**config.mk**
```make
export PLATFORM = sky130hd
export DESIGN_NAME = alumem_sequencer
export DESIGN_NICKNAME = d
export VERILOG_FILES = /design/src/rtl/alumem_sequencer.sv
export SDC_FILE = /design/constraint.sdc
export NUM_CORES = 1
export LEC_CHECK = 0
export ABC_CLOCK_PERIOD_IN_PS = 4100
export CAP_MARGIN = 0
export CORE_MARGIN = 4
export CORE_UTILIZATION = 49
export CTS_CLUSTER_SIZE = 14
export DETAILED_ROUTE_END_ITERATION = 10
export GPL_ROUTABILITY_DRIVEN = 0
export PLACE_DENSITY = 0.95
export SYNTH_ARGS = -nofsm -noshare
export SYNTH_HDL_FRONTEND = slang
export SYNTH_SLANG_ARGS = --single-unit
```
**constraint.sdc**
```tcl
create_clock -name CLK -period 4.1 [get_ports CLK]
set_clock_uncertainty 0.1 [all_clocks]
set_input_delay 0.82 -clock CLK [delete_from_list [all_inputs] [get_ports CLK]]
set_output_delay 0.82 -clock CLK [all_outputs]
set_load 0.05 [all_outputs]
```
**src/rtl/alumem_sequencer.sv**
```systemverilog
// -----------------------------------------------------------------------------
// alumem_sequencer
//
// Multi-cycle controller that owns the shared combinational ALU and the
// single-port synchronous data memory. It accepts one command at a time
// (ALU op, LOAD, STORE, read-modify-write), steps it through address
// generation, memory access and ALU evaluation using the one ALU, and then
// holds the response until the consumer takes it.
//
// Ports:
//   CLK, Reset             clock; synchronous active-high reset
//   cmd_valid/cmd_ready    command handshake (ready only while idle)
//   cmd_op                 00 ALU, 01 LOAD, 10 STORE, 11 RMW
//   cmd_aluop              ALU opcode for ALU and RMW commands
//   cmd_a/cmd_b/cmd_imm    operand A or base address / operand B or store
//                          data / address offset
//   alu_a/alu_b/alu_op     operands and opcode driven to the shared ALU
//   alu_result/alu_ovf     combinational ALU result and overflow flag
//   mem_addr/mem_wdata     memory address and write data
//   mem_we/mem_re          memory write / read strobes (never both high)
//   mem_rdata              read data, valid MEM_LAT cycles after mem_re
//   rsp_valid/rsp_ready    response handshake
//   rsp_data/rsp_ovf/rsp_err  result word, ALU overflow, address fault
//   busy                   controller is not idle
// -----------------------------------------------------------------------------
module alumem_sequencer #(
    parameter int         W          = 16,
    parameter int         AW         = 8,
    parameter int         MEM_LAT    = 1,
    parameter logic [2:0] ALU_ADD_OP = 3'b010
) (
    input  logic          CLK,
    input  logic          Reset,
    input  logic          cmd_valid,
    output logic          cmd_ready,
    input  logic [1:0]    cmd_op,
    input  logic [2:0]    cmd_aluop,
    input  logic [W-1:0]  cmd_a,
    input  logic [W-1:0]  cmd_b,
    input  logic [W-1:0]  cmd_imm,
    output logic [W-1:0]  alu_a,
    output logic [W-1:0]  alu_b,
    output logic [2:0]    alu_op,
    input  logic [W-1:0]  alu_result,
    input  logic          alu_ovf,
    output logic [AW-1:0] mem_addr,
    output logic [W-1:0]  mem_wdata,
    output logic          mem_we,
    output logic          mem_re,
    input  logic [W-1:0]  mem_rdata,
    output logic          rsp_valid,
    input  logic          rsp_ready,
    output logic [W-1:0]  rsp_data,
    output logic          rsp_ovf,
    output logic          rsp_err,
    output logic          busy
);

    typedef enum logic [2:0] {
        S_IDLE, S_ADDR, S_RD, S_WAIT, S_EXEC, S_WR, S_RESP
    } state_t;

    typedef enum logic [1:0] {
        OP_ALU   = 2'b00,
        OP_LOAD  = 2'b01,
        OP_STORE = 2'b10,
        OP_RMW   = 2'b11
    } op_t;

    state_t        state_q, state_d;
    op_t           op_q;
    logic [2:0]    aluop_q;
    logic [W-1:0]  a_q, b_q, imm_q;
    logic [AW-1:0] addr_q;
    logic [W-1:0]  rdata_q;
    logic [1:0]    wait_cnt;     // MEM_LAT <= 4, so at most 3 is ever loaded
    logic          addr_fault;

    // An address is unusable if the add overflowed or any bit above the
    // memory's address range is set. Shifting by AW keeps this valid when
    // AW == W (the upper field is then empty).
    assign addr_fault = alu_ovf || ((alu_result >> AW) != '0);

    // NOTE: sequential state uses non-blocking (<=) so every register samples
    // the pre-edge values; blocking (=) here would create order-dependent
    // races between flops.
    always_ff @(posedge CLK) begin
        if (Reset) begin
            state_q <= S_IDLE;
        end else begin
            state_q <= state_d;
        end
    end

    // Next-state and all combinational outputs.
    // NOTE: every output gets a default before the case statement; a path
    // that left one unassigned would infer a latch.
    always_comb begin
        state_d   = state_q;
        cmd_ready = 1'b0;
        alu_a     = '0;
        alu_b     = '0;
        alu_op    = ALU_ADD_OP;
        mem_addr  = '0;
        mem_wdata = '0;
        mem_we    = 1'b0;
        mem_re    = 1'b0;
        rsp_valid = (state_q == S_RESP);
        busy      = (state_q != S_IDLE);

        unique case (state_q)
            S_IDLE: begin
                cmd_ready = ~Reset;
                if (cmd_valid && cmd_ready) begin
                    state_d = (op_t'(cmd_op) == OP_ALU) ? S_EXEC : S_ADDR;
                end
            end
            S_ADDR: begin
                alu_a = a_q;
                alu_b = imm_q;
                if (addr_fault)              state_d = S_RESP;
                else if (op_q == OP_STORE)   state_d = S_WR;
                else                         state_d = S_RD;
            end
            S_RD: begin
                mem_re   = ~Reset;    // no memory access while in reset
                mem_addr = addr_q;
                state_d  = S_WAIT;
            end
            S_WAIT: begin
                if (wait_cnt == '0) begin
                    state_d = (op_q == OP_LOAD) ? S_RESP : S_EXEC;
                end
            end
            S_EXEC: begin
                alu_a   = (op_q == OP_RMW) ? rdata_q : a_q;
                alu_b   = b_q;
                alu_op  = aluop_q;
                state_d = (op_q == OP_RMW) ? S_WR : S_RESP;
            end
            S_WR: begin
                mem_we    = ~Reset;
                mem_addr  = addr_q;
                // RMW writes back the ALU result already latched in rsp_data.
                mem_wdata = (op_q == OP_STORE) ? b_q : rsp_data;
                state_d   = S_RESP;
            end
            S_RESP: begin
                if (rsp_ready) state_d = S_IDLE;
            end
            default: state_d = S_IDLE;
        endcase
    end

    // Command capture, address/read-data registers and the held response.
    always_ff @(posedge CLK) begin
        if (Reset) begin
            op_q     <= OP_ALU;
            aluop_q  <= '0;
            a_q      <= '0;
            b_q      <= '0;
            imm_q    <= '0;
            addr_q   <= '0;
            rdata_q  <= '0;
            wait_cnt <= '0;
            rsp_data <= '0;
            rsp_ovf  <= 1'b0;
            rsp_err  <= 1'b0;
        end else begin
            unique case (state_q)
                S_IDLE: begin
                    if (cmd_valid && cmd_ready) begin
                        op_q     <= op_t'(cmd_op);
                        aluop_q  <= cmd_aluop;
                        a_q      <= cmd_a;
                        b_q      <= cmd_b;
                        imm_q    <= cmd_imm;
                        // Clear the previous response so flags never leak
                        // into a command that does not set them.
                        rsp_data <= '0;
                        rsp_ovf  <= 1'b0;
                        rsp_err  <= 1'b0;
                    end
                end
                S_ADDR: begin
                    addr_q <= alu_result[AW-1:0];
                    if (addr_fault) begin
                        rsp_err  <= 1'b1;
                        rsp_data <= '0;
                    end
                end
                S_RD: begin
                    wait_cnt <= 2'(MEM_LAT - 1);
                end
                S_WAIT: begin
                    if (wait_cnt == '0) begin
                        rdata_q <= mem_rdata;
                        if (op_q == OP_LOAD) rsp_data <= mem_rdata;
                    end else begin
                        wait_cnt <= wait_cnt - 2'd1;
                    end
                end
                S_EXEC: begin
                    rsp_data <= alu_result;
                    rsp_ovf  <= alu_ovf;
                end
                S_WR: begin
                    if (op_q == OP_STORE) rsp_data <= b_q;
                end
                default: ;
            endcase
        end
    end

endmodule
```
Word level (Yosys, flattened, before mapping)
Cells that the tools add are included.
- add/sub/neg operators: 1
- eq/ne operators: 16
- muxes and demuxes: 30
- bitwise logic cells: 1
- reductions and logical operators: 20
- operators by type and width (cell ; count):
    16-bit two-way mux ; 7
    16-bit case mux with 5 select lines ; 1
    16-bit case mux with 2 select lines ; 2
    3-bit two-way mux ; 7
    3-bit case mux with 7 select lines ; 1
    16-bit nonzero test ; 1
    2-bit inequality test, second input constant ; 6
    3-bit == test, second input constant ; 3
    8-bit two-way mux ; 1
    2-bit AND reduction ; 4
    3-bit by 2-bit == test with 1-bit output, second input constant ; 2
    2-bit two-way mux ; 3
    3-bit AND reduction ; 2
    2-bit nonzero test ; 3
    1-bit two-way mux ; 5
    5-bit AND reduction ; 1
    5-bit nonzero test ; 1
    2-bit == test, second input constant ; 2
    2-bit logical NOT ; 2
    1-bit case mux with 2 select lines ; 2
    2-bit case mux with 2 select lines ; 1
    3-bit by 1-bit == test with 1-bit output, second input constant ; 1
    3-bit logical NOT ; 1
    3-bit nonzero test ; 1
    other kinds (7) ; 8
- flip-flop bits (word level): 100
- bits of input ports: 90
- output and inout bits: 82
- logic and storage cells: 80

Logic depth before layout (Yosys ltp)
Gate-level depths: netlist (run 1).
- depth in word-level cells: 5
- mapped depth: 8
- depth with buffers taken out: 6

Worst setup path after synthesis (run 1)
Ideal clock, no wire load.
- path kind: input to output
- start point: in Reset
- end point: out cmd_ready
- arrival time: 2501 ps
- required time: 3180 ps
- setup slack: 679 ps
- stages: 2
- path buffers: 1
- cells stage by stage: clkbuf_1 nor4_1
- word-level cells in the longest chain between the ends: 2
- RTL lines (element ; line ; RTL):
    start: declaration ; 33 ; input logic Reset,
    1-bit NOT ; 113 ; cmd_ready = ~Reset;
    1-bit two-way mux ; 111 ; unique case (state_q)
    end: declaration ; 35 ; output logic cmd_ready,
Every way passes these cells.

Final worst setup path (run 1)
- start point: reg state_q[0]
- end point: out alu_b[12]
- word-level cells in the longest chain between the ends: 2
- RTL lines (element ; line ; RTL):
    start: declaration ; 70 ; state_t state_q, state_d;
    start signal: assignment ; 91 ; state_q <= state_d;
    3-bit == test or 3-bit by 1-bit == test with 1-bit output (tied branches) ; 111 ;
    16-bit case mux with 2 select lines (*) ; 111 ;
    end: declaration ; 42 ; output logic [W-1:0] alu_b,
Every way passes the cells marked *; elsewhere a longest branch is shown, timed or not.

==> flow_metrics.env, run 1 <==
export IMPL_critical_path_arrival_ns=2.92
export IMPL_hold_depth=2
export IMPL_nets=817
export IMPL_status="finished, final reports clean"
export IMPL_dp_hpwl_mm=12.1
export IMPL_cts_tree="yes"
export IMPL_clockBufferDepth=2
export IMPL_drtIter0Drc=418
export IMPL_cp_cell_sequence="inv_2 > nor3_4 > a22o_1 > clkdlybuf4s50_1"
export IMPL_placed_cell_area_sq_mm=0.00651
export IMPL_crit_fanout=18
export IMPL_post_cts_buffers=0
export IMPL_clkTransAtPathRegs_ns=0.09
export IMPL_fin_crit_ns=3.84
export IMPL_drt_pass1_iterations=8
export IMPL_grt_pass1_vias=4960
export IMPL_start_util_pct=51.0
export IMPL_drv_cap=0
export IMPL_wl_mm=16.4
export IMPL_grt_ovfl_total=0
export IMPL_post_route_drc_count=0
export IMPL_die_h_um=107
export IMPL_worst_ep_required_time_ns=3.18
export IMPL_ir_worst_vdd_mv=0.244
export IMPL_avgViaCountPerCell=5.81
export IMPL_min_period_over_period_pct=93.6
export IMPL_cts_buffers=9
export IMPL_area_growth_pct=39.9
export IMPL_yosysWarnings=0
export IMPL_final_hold_viol_count=0
export IMPL_fp_dieW_um=107
export IMPL_crit_slowest_cell="clkdlybuf4s50_1"
export IMPL_drive_above_1_share_pct=8.21
export IMPL_cts_hold_buf=0
export IMPL_syn_avg_cell_area_sq_um=8.23
export IMPL_syn_inst=581
export IMPL_power_static_leakage_nw=2.39
export IMPL_cts_root_buf="clkbuf_8"
export IMPL_vias=4993
export IMPL_reg2reg_depth=4
export IMPL_synthesis_area_sq_mm=0.00478
export IMPL_worstSetupPathType="flop to output pin"
export IMPL_maxSlewViolCount=0
export IMPL_fp_dieArea_sq_mm=0.0114
export IMPL_port_buffers=171
export IMPL_ys_seq_area_share_pct=41.9
export IMPL_final_setup_tns_ns=0
export IMPL_antenna_found_initial=0
export IMPL_synth_top_area_share_pct=41.9
export IMPL_cts_resized=0
export IMPL_seqCellArea_sq_mm=0.00200
export IMPL_ios=172
export IMPL_fill_cells=769
export IMPL_design_area_sq_mm=0.00669
export IMPL_post_synth_num_cell_types=43
export IMPL_placeableCoreArea_sq_mm=0.00937
export IMPL_rsz0062_at_grt="no"
export IMPL_hold_ws_ns=0.360
export IMPL_clk_latency_ns=0.37
export IMPL_grt_usage_pct=28.7
export IMPL_max_slew_margin_pct=14.8
export IMPL_grt_pass1_wl_mm=25.8
export IMPL_fmax_mhz=261
export IMPL_syn_nets=672
export IMPL_crit_path_max_incr_delay_ns=0.80
export IMPL_cts_htree_levels=3
export IMPL_power_density_mw_per_mm2=439
export IMPL_yosys_top_cells_area="dfxtp_1 (42%), nand2_1 (8.5%), nand2b_1 (7.6%)"
export IMPL_hp_class="flop to flop"
export IMPL_insertedDiodeCount=0
export IMPL_rows=35
export IMPL_ys_ff_latch=100
export IMPL_ant_nets=0
export IMPL_worst_pin_slew_ns=1.27
export IMPL_grt_start_max_net_pins=56
export IMPL_clock_sinks=100
export IMPL_setup_violations=0
export IMPL_wl_per_cell_um=19.1
export IMPL_multi_input_area_sq_mm=0.00252
export IMPL_yosysTopAreaCell="dfxtp_1"
export IMPL_cp_end_kind="output pin"
export IMPL_cp_start_kind="flop"
==> layout make-up <==
class / count / share of cell area [%]
clock buffers: 10 / 2.06
inverters: 20 / 1.12
clock inverters: 6 / 0.692
well taps: 129 / 2.41
flip-flops and latches: 100 / 29.9
repair buffers: 182 / 26.1
multi-input cells: 413 / 37.6
==> registers in the layout, summed over array words and instances, names as in the netlist <==
signal,count
aluop_q,3
rsp_err,1
a_q,16
state_q,3
imm_q,16
addr_q,8
rsp_data,16
rsp_ovf,1
op_q,2
rdata_q,16
b_q,16
wait_cnt,2
==> Yosys cell counts, drive strengths merged <==
| master | instances |
|---|---|
| o21ai | 58 |
| nor2 | 15 |
| nand2 | 108 |
| o32ai | 18 |
| nor3 | 5 |
| or4 | 1 |
| inv | 20 |
| nor4 | 3 |
| ha | 1 |
| or3b | 1 |
| a31o | 1 |
| a221oi | 2 |
| or2 | 3 |
| or3 | 3 |
| a21oi | 28 |
| a31oi | 1 |
| buf | 9 |
| a222oi | 15 |
| clkbuf | 39 |
| o2bb2ai | 1 |
| nand4 | 1 |
| dfxtp | 100 |
| a22o | 32 |
| nand3 | 1 |
| and4b | 1 |
| a22oi | 2 |
| and2 | 19 |
| mux2 | 16 |
| nor2b | 11 |
| a21o | 3 |
| o221a | 1 |
| nand2b | 58 |
| and3 | 2 |
| a2bb2oi | 2 |
==> power by group <==
part | leakage [nW] | total (W) | switching, W | internal (W)
combinational | 1.49 | 0.00109 | 0.000688 | 0.000399
clock | 0.0893 | 0.000608 | 0.000366 | 0.000242
sequential | 0.816 | 0.00124 | 0.000132 | 0.00111
total | 2.39 | 0.00293 | 0.00119 | 0.00175
==> stage by stage <==
stage               total power [W]  cells  utilization [%]  setup WS, ns
finish                      0.00293    860             71.4         0.263
detailed placement          0.00233    844             69.4         0.714
CTS                         0.00293    860             71.4         0.304
global placement            0.00229    844             69.4         0.799
floorplan                   0.00195    581                -         0.679
global route                0.00307    860             71.4         0.107
==> per-layer routing <==
layer  track usage, %  wire length (um)  up-vias
met5                0                 0        -
met4             12.8               683        0
met3             6.68              1640       56
met2             48.7              7830      302
met1             34.6              6260     2321
li1                 -                 -     2314
==> placed cells by master, fill, tap and decap left out, types with 2 or more instances in the layout <==
cell and instances:
nor3_1 4, a22o_1 32, a21o_1 3, mux2_2 5, nor2b_1 11, clkdlybuf4s50_1 154, inv_6 2, and2_1 19
nor2_2 2, o32ai_1 18, o21ai_1 13, a222oi_1 15, nor4_1 2, dfxtp_1 100, mux2_1 11, o21ai_0 45
clkinvlp_4 2, or2_2 2, a21oi_1 28, inv_1 19, nor2_1 12, and3_1 2, clkbuf_8 10, a2bb2oi_1 2
buf_4 27, nand2b_1 58, nand2_1 108, a221oi_1 2, or3_1 3
==> path summary, 6_finish.rpt <==
check | startpoint | to | slack (ns)
worst max-delay path | state_q[0] | alu_b[12] | 0.26
worst min-delay path | addr_q[5] | addr_q[5] | 0.36
worst max register to register | state_q[1] | rsp_data[11] | 1.42
worst min register to register | addr_q[5] | addr_q[5] | 0.36
==> kinds of logic (layout without fill, tap and decap cells) <==
group	count (synthesis)	count (layout)	share of synthesized area, %
AND/OR/NAND/NOR	232	232	24.6
AO/OA/AOI/OAI	164	164	23.8
adder cells (fa/ha/maj)	1	1	0.262
multiplexers	16	16	3.77
buffers and inverters	68	218	5.70
flip-flops	100	100	41.9
==> critical path, delay by kind of cell (launching register included) <==
kind                   cells  cell delay [ns]
AOI/OAI and AO/OA          1             0.26
buffers and inverters      2             0.98
DFF                        1             0.68
and+or+nand+nor            1             0.62
(Power assumes the default switching activity.)
==> run 2, diff against run 1 <==
ABC_CLOCK_PERIOD_IN_PS = 3410   (was 4100)
CORE_UTILIZATION = 41   (was 49)
GPL_ROUTABILITY_DRIVEN = unset   (was 0)
PLACE_DENSITY = 0.88   (was 0.95)
clock period = 3.41 ns   (was 4.1 ns; I/O delays follow)
==> flow_metrics.env, run 2 (synthesized netlist as in run 1, its figures left out) <==
export IMPL_power_density_mw_per_mm2=545
export IMPL_multi_input_area_sq_mm=0.00252
export IMPL_cp_end_kind="output pin"
export IMPL_final_setup_tns_ns=0
export IMPL_fin_crit_ns=3.28
export IMPL_ios=172
export IMPL_clk_latency_ns=0.33
export IMPL_drt_pass1_iterations=6
export IMPL_post_route_drc_count=0
export IMPL_cts_root_buf="clkbuf_16"
export IMPL_hold_ws_ns=0.358
export IMPL_power_static_leakage_nw=2.61
export IMPL_crit_path_max_incr_delay_ns=0.70
export IMPL_start_util_pct=41.9
export IMPL_crit_slowest_cell="clkdlybuf4s50_1"
export IMPL_max_slew_margin_pct=54.6
export IMPL_area_growth_pct=50.6
export IMPL_cts_hold_buf=0
export IMPL_timing_rr_end="rsp_data[14]"
export IMPL_grt_ovfl_total=0
export IMPL_crit_end="mem_wdata[13]"
export IMPL_worst_ep_required_time_ns=2.63
export IMPL_seqCellArea_sq_mm=0.00200
export IMPL_grt_start_max_net_pins=85
export IMPL_wl_mm=16.8
export IMPL_dp_hpwl_mm=12.4
export IMPL_reg2reg_slack_ns=1.15
export IMPL_vias=4883
export IMPL_drtIter0Drc=490
export IMPL_cp_start_kind="flop"
export IMPL_setup_violations=0
export IMPL_path_delay_family="buffers and inverters"
export IMPL_min_period_over_period_pct=96.1
export IMPL_cts_tree="yes"
export IMPL_critical_path_arrival_ns=2.49
export IMPL_wl_per_cell_um=19.1
export IMPL_clkTransAtPathRegs_ns=0.07
export IMPL_r2r_start="wait_cnt[0]"
export IMPL_grt_pass1_vias=4763
export IMPL_drv_cap=0
export IMPL_status="finished, final reports clean"
export IMPL_fill_cells=991
export IMPL_avgViaCountPerCell=5.57
export IMPL_rows=39
export IMPL_clockBufferDepth=2
export IMPL_cts_buffers=9
export IMPL_fp_dieW_um=116
export IMPL_crit_cells=5
export IMPL_gp_congestion=0.907
export IMPL_cp_cell_sequence="nand2b_1 > buf_12 > mux2_1 > and2_1 > clkdlybuf4s50_1"
export IMPL_crit_path_start="op_q[0]"
export IMPL_reg2reg_depth=7
export IMPL_maxSlewViolCount=0
export IMPL_hp_class="flop to flop"
export IMPL_final_cell_mix="clkdlybuf4s50_1 (129), nand2_1 (108), dfxtp_1 (98)"
export IMPL_insertedDiodeCount=0
export IMPL_nets=819
export IMPL_worstSetupPathType="flop to output pin"
export IMPL_crit_fanout=14
export IMPL_power_w=0.00393
export IMPL_path_buf_inv=2
export IMPL_die_h_um=116
export IMPL_antenna_found_initial=0
export IMPL_worst_pin_slew_ns=0.682
export IMPL_fp_dieArea_sq_mm=0.0135
export IMPL_drive_above_1_share_pct=11.7
export IMPL_ir_worst_vdd_mv=0.528
export IMPL_cts_htree_levels=3
export IMPL_clock_sinks=100
export IMPL_final_hold_viol_count=0
export IMPL_fmax_mhz=305
export IMPL_port_buffers=171
export IMPL_rsz0062_at_grt="no"
export IMPL_ant_nets=0
export IMPL_grt_usage_pct=24.8
export IMPL_placeableCoreArea_sq_mm=0.0114
export IMPL_fin_util_pct=63.1
export IMPL_grt_pass1_wl_mm=25.9
export IMPL_layout_commonest_cell="clkdlybuf4s50_1"
-- run 2: changes by cell type in the layout (fill, tap and decap cells not counted), sizes merged --
| cell | previous run | this run |
|---|---|---|
| buf | 28 | 53 |
| clkbuf | 10 | 12 |
| clkdlybuf4s50 | 154 | 129 |
| inv | 22 | 21 |
| dlygate4sd2 | 0 | 2 |
| clkinvlp | 2 | 0 |
| clkinv | 2 | 3 |
-- run 2: worst min-delay path by stage --
stage / from / endpoint / slack [ns] / cells after the start
3_3_place_gp: addr_q[1] / addr_q[1] / 0.34 / 2
2_1_floorplan: addr_q[0] / addr_q[0] / 0.33 / 2
5_1_grt: addr_q[5] / addr_q[5] / 0.39 / 2
4_1_cts: addr_q[1] / addr_q[1] / 0.36 / 2
3_5_place_dp: addr_q[1] / addr_q[1] / 0.35 / 2
6_report: rdata_q[12] / rdata_q[12] / 0.36 / 2
-- run 2: stage by stage --
step | instances | cell area, sq um | worst slack [ns]
after floorplan | 581 | 4780 | 0.265
after global placement | 860 | 6920 | 0.388
after detailed placement | 860 | 6920 | 0.330
after CTS | 876 | 7200 | 0.0531
after global routing | 876 | 7200 | 0.0135
final | 876 | 7200 | 0.133
-- run 2: final cells by class --
cell class	count	share of cell area, %
Inverter	20	1.04
Sequential cell	100	27.8
Multi-Input combinational cell	413	35.0
Clock inverter	4	0.469
Clock buffer	12	3.42
Tap cell	143	2.48
Timing Repair Buffer	184	29.7
-- run 2: worst reg2reg max path: cells and delay by family, from the launching register on --
family	cells	cell delay, ns
compound gates	2	0.80
simple gates	2	0.31
fa+ha+maj	1	0.26
buf+inv	2	0.26
flops	1	0.37
-- run 2: routing by layer --
layer | part of all wire [%] | routed length, um | track usage [%]
met1 | 41 | 6870 | 32.7
met2 | 48 | 7990 | 40.3
met3 | 9.3 | 1560 | 6.48
met4 | 2.0 | 333 | 7.12
met5 | 0 | 0 | 0
-- run 2: timing repair --
action                                  4_1_cts  5_1_grt
setup buffers                                 0        0
endpoints found under the hold margin         0        0
endpoints found under the setup margin       17       19
resized for setup                             3        2
-- run 2: power breakdown --
group | switching [W] | total, W | internal [W]
Clock | 0.000449 | 0.000971 | 0.000523
Combinational | 0.000878 | 0.00148 | 0.000600
Sequential | 0.000144 | 0.00148 | 0.00133
Total | 0.00147 | 0.00393 | 0.00246
